### src/rtl/top_module_reduce_and.sv
// top_module_reduce_and: eight-input AND-reduction with Port_Num-stage registered output.
// Define TOP_MODULE_HIT_MASK_EN to add the per-input all-ones hit_mask output.
module top_module_reduce_and #(
    parameter int Port_Num = 2,
    parameter int WIDTH    = 8
) (
    input  logic             clk,
    input  logic             rst,
    input  logic [WIDTH-1:0] a,
    input  logic [WIDTH-1:0] b,
    input  logic [WIDTH-1:0] c,
    input  logic [WIDTH-1:0] d,
    input  logic [WIDTH-1:0] e,
    input  logic [WIDTH-1:0] f,
    input  logic [WIDTH-1:0] g,
    input  logic [WIDTH-1:0] h,
    output logic [WIDTH-1:0] q
`ifdef TOP_MODULE_HIT_MASK_EN
    ,
    output logic [7:0]       hit_mask
`endif
);
`ifdef TOP_MODULE_HIT_MASK_EN
    localparam int SW = 9;
`else
    localparam int SW = 1;
`endif
    logic [7:0]    m;
    logic          r;
    logic [SW-1:0] s;
    logic [SW-1:0] o;

    assign m = {&h, &g, &f, &e, &d, &c, &b, &a};
    assign r = &m;
`ifdef TOP_MODULE_HIT_MASK_EN
    // bit 0 carries the result, bits 8:1 the mask, so both share one pipeline
    assign s = {m, r};
    assign hit_mask = o[8:1];
`else
    assign s = r;
`endif
    assign q = WIDTH'(o[0]);

    if (Port_Num == 0) begin : g_comb
        assign o = s;
    end else begin : g_pipe
        logic [SW-1:0] st [Port_Num];
        always_ff @(posedge clk) begin
            if (rst) begin
                for (int i = 0; i < Port_Num; i++) st[i] <= '0;
            end else begin
                st[0] <= s;
                for (int i = 1; i < Port_Num; i++) st[i] <= st[i-1];
            end
        end
        assign o = st[Port_Num-1];
    end
endmodule

### config.mk
export PLATFORM = sky130hd
export DESIGN_NAME = top_module_reduce_and
export DESIGN_NICKNAME = d
export VERILOG_FILES = /design/src/rtl/top_module_reduce_and.sv
export SDC_FILE = /design/constraint.sdc
export NUM_CORES = 1
export LEC_CHECK = 0
export ABC_AREA = 1
export CORE_MARGIN = 5
export CORE_UTILIZATION = 19
export DETAILED_ROUTE_END_ITERATION = 10
export HOLD_SLACK_MARGIN = 0.03
export PLACE_DENSITY = 0.84
export RECOVER_POWER = 100
export REMOVE_ABC_BUFFERS = 1
export SLEW_MARGIN = 10
export SYNTH_ARGS = -nofsm -noshare
export SYNTH_HDL_FRONTEND = slang
export SYNTH_SLANG_ARGS = --single-unit
### constraint.sdc
create_clock -name clk -period 0.9 [get_ports clk]
set_input_delay 0.18 -clock clk [delete_from_list [all_inputs] [get_ports clk]]
set_output_delay 0.18 -clock clk [all_outputs]
set_load 0.005 [all_outputs]
* After elaboration in Yosys (flattened, before gate mapping)
Memories as Yosys holds them, arrays and structs flattened.
Index checks and enable logic that the tools add are counted.
** Storage, ports and cells
- Input port bits :: 66
- RAM bits :: 2
- Output and inout bits :: 8
- Memories kept :: 1
- Register bits after elaboration :: 0
** Operators by class
- Bitwise logic cells :: 2
- Multiplexer cells :: 5
- Reduce and logical (&&, ||, !) cells :: 1
** Memories
- g_pipe.st :: words 2, bits a word 1, rd ports 2, clocked after Yosys merged registers in 0, write ports 2, line 47 : logic [SW-1:0] st [Port_Num];
** Operator list (number)
- $reduce_and A64 Y1 :: 1
- $mux W1 :: 5
- $or A1 B1 Y1 :: 2

* Depth between registers and ports, before layout
- Depth in word-level cells :: 3
- Gate-level depth with buffers :: 6

* Worst setup path before layout
OpenSTA, ideal clock, no wires.
- Path kind :: input -> register
- From :: input d[0]
- To :: memory g_pipe.st[0][0]
- Buffers on the path :: 0
- Path slack :: 263 ps
- Required time :: 836 ps
- Arrival :: 574 ps
- Stages on the path :: 6
- Library setup time :: 64 ps
- Cell sequence :: nand2_1 -> nor2_1 -> nand2_1 -> nor2_1 -> nand3_1 -> nor2_1
** RTL lines
- start: declaration :: line 12 : input logic [WIDTH-1:0] d,
- end: declaration :: line 47

==> impl_metrics.csv <==
group,metric,value,unit
run_status,status,"completed",
clock_network,insertion_delay,0.22,ns
route,drt_iter0_markers,1,
synthesis,synth_cell_types,10,
clock_network,numCtsBuffers,3,
worst_setup_path,cp_slowest_cell,"dfxtp_1",
synthesis,synth_compound_area_frac,0,
sta,post-route-period-util,0.895,
power,powerDensity,540,nW/um^2
worst_setup_path,cp-start-kind,"flip-flop",
grt,gr-total-overflow,0,
worst_setup_path,required,0.72,ns
sta,rsz0062_at_grt,"no",
layout,final_cell_mix,"dlygate4sd2_1 (48), nand2_1 (37), nor2_1 (20)",
floorplanning,core-area,1730,um^2
placed_design,dp.final_hpwl,1.50,mm
clock_network,cts_tree,"yes",
worst_setup_path,cp_max_fo,1,
floorplanning,die_w,52.7,um
layout,areaGrowthSynthToFinish,186,%
sta,slew_violations,0,
synthesis,synth_top_family_by_area,"simple AND/OR/NAND/NOR gates",
floorplanning,die-area,2780,um^2
floorplanning,rows,15,
layout,finalNetCount,209,
power,clkPwrFrac,0.370,
route,drc,0,
layout,regMostFlops,"g_pipe.st",
synthesis,synth_area,347,um^2
sta,max_freq,1240,MHz
sta,setup_viol,0,
layout,n_antenna_cell,0,
worst_setup_path,cp_top_family,"flip-flops",
worst_setup_path,end_kind,"primary output",
route,wirelength,1.65,mm
floorplanning,start_util,0.201,
layout,final_cell_area,992,um^2
layout,largest_register_ffs,2,
power,switching_share,0.219,
route,vias,631,
worst_setup_path,crit_chain,"clkbuf_1",
power,p_int,0.418,mW
power,ir_drop,0.000303,V
worst_setup_path,cp.buffers_inverters,1,
worst_setup_path,crit_arrival,0.63,ns
floorplanning,dieHeight,52.7,um
clock_network,clockRootBuffer,"clkbuf_4",
grt,grt_antenna_before_repair,0,
flow_run,cap_violations,0,
sta,final.setup.tns,0,ns
clock_network,postCtsSetupBuffers,0,
route,drtAntennaViolNets,0,
synthesis,synth_seq_cells,2,
synthesis,synthCells,73,
power,switchingPower,0.118,mW
synthesis,synth_fa_ha_area_frac,0,
route,first_pass_iters,3,
grt,grt_pass1_wl,2.25,mm
route,vias_per_cell,3.80,
placed_design,dpl-instance-area,1010,um^2
synthesis,synthMuxAreaShare,0,
clock_network,clock_sinks,2,
grt,grt_pass1_vias,619,
floorplanning,pin_count,74,
layout,fill_cells,204,
synthesis,syn_avg_cell_area,4.75,um^2
placed_design,numPortBuffers,66,
power,pwr-share-seq,0.167,
power,power_leakage,0.569,nW
grt,grt_max_degree,3,
placed_design,gp_congestion,0.645,
synthesis,synthXorXnorAreaFrac,0,
clock_network,htreeDepth,1,
sta,fin_crit,0.806,ns
clock_network,clk_pin_slew_worst_paths,0.03,ns
layout,final_layout_size_suffix_gt1_frac,0.0355,
min_path,hp-class,"input pin to flip-flop",
sta,clock-skew-final,0.000682,ns
layout,reg_top3,"g_pipe.st (2)",
synthesis,ys_seq_area_frac,0.116,
worst_setup_path,crit_type,"flip-flop to primary output",
clock_network,clockBufferDepth,2,
route,wire_per_inst,9.94,um
power,p_comb_frac,0.464,
layout,layout_commonest_cell,"dlygate4sd2_1",
synthesis,synth_simple_gate_area_frac,0.690,
synthesis,yosys_warnings,0,
worst_setup_path,critical-path-max-stage-delay,0.29,ns
sta,hold_violations,0,
grt,grt_usage,0.108,
-- per-layer routing --
layer	routed length, um	share of wire	track usage
met5	0	0	0
met4	0	0	0.0255
met3	182	0.11	0.0427
met2	914	0.55	0.231
met1	553	0.34	0.0871
-- power groups by stage --
stage | Combinational (mW) | Clock (mW) | Sequential [mW]
2_1_floorplan | 0.0443 | 0 | 0.0905
3_3_place_gp | 0.324 | 0 | 0.0905
3_5_place_dp | 0.330 | 0 | 0.0905
4_1_cts | 0.258 | 0.211 | 0.0893
5_1_grt | 0.270 | 0.221 | 0.0892
6_report | 0.248 | 0.198 | 0.0894
-- layout make-up --
| cell class | instances | area (um^2) | share of cell area |
|---|---|---|---|
| repair buffers | 67 | 629 | 0.634 |
| clock buffers | 3 | 22.5 | 0.0227 |
| inverters | 1 | 3.75 | 0.00378 |
| flip-flops and latches | 2 | 40.0 | 0.0404 |
| well taps | 25 | 31.3 | 0.0315 |
| multi-input cells | 68 | 265 | 0.267 |
-- per-stage QoR --
step	std cells	total power [mW]	hold WS, ns	util	setup slack [ns]
6_report	166	0.536	0.230	0.575	0.0941
5_1_grt	166	0.581	0.241	0.575	0.0207
4_1_cts	166	0.558	0.399	0.559	0.00520
3_5_place_dp	163	0.420	0.395	0.584	-0.315
3_3_place_gp	163	0.415	0.398	0.584	-0.315
2_1_floorplan	71	0.135	0.251	-	0.263
-- cells in the mapped netlist --
cell	number	area, um^2
buf_4	8	60.1
nor2_2	1	6.26
nand2_1	37	139
inv_1	1	3.75
nand4_1	1	6.26
nand3_1	1	5.00
dfxtp_1	2	40.0
conb_1	1	3.75
nand3b_1	1	7.51
nor2_1	20	75.1
-- path summary, 6_finish.rpt --
check             depth (start not counted)                          to  slack, ns                  startpoint
setup / recovery                          1                        q[0]       0.09  g_pipe.st[0][1]$_SDFF_PP0_
hold / removal                            3  g_pipe.st[0][1]$_SDFF_PP0_       0.23                         rst
setup reg to reg                          2  g_pipe.st[0][1]$_SDFF_PP0_       0.44  g_pipe.st[0][0]$_SDFF_PP0_
hold reg to reg                           2  g_pipe.st[0][1]$_SDFF_PP0_       0.40  g_pipe.st[0][0]$_SDFF_PP0_
-- cells by family (layout without fill, tap and decap cells) --
logic type / count (synthesis) / after routing
buffers and inverters: 9 / 71
DFF: 2 / 2
other: 1 / 7
and+or+nand+nor: 61 / 61
-- what timing repair did --
item | CTS | global route
pin swaps | 46 | 11
resized for setup | 52 | 11
setup endpoints to repair | 2 | 1
hold buffers | 0 | 0
cloned | 0 | 0
Power figures use the tool's default switching activity.
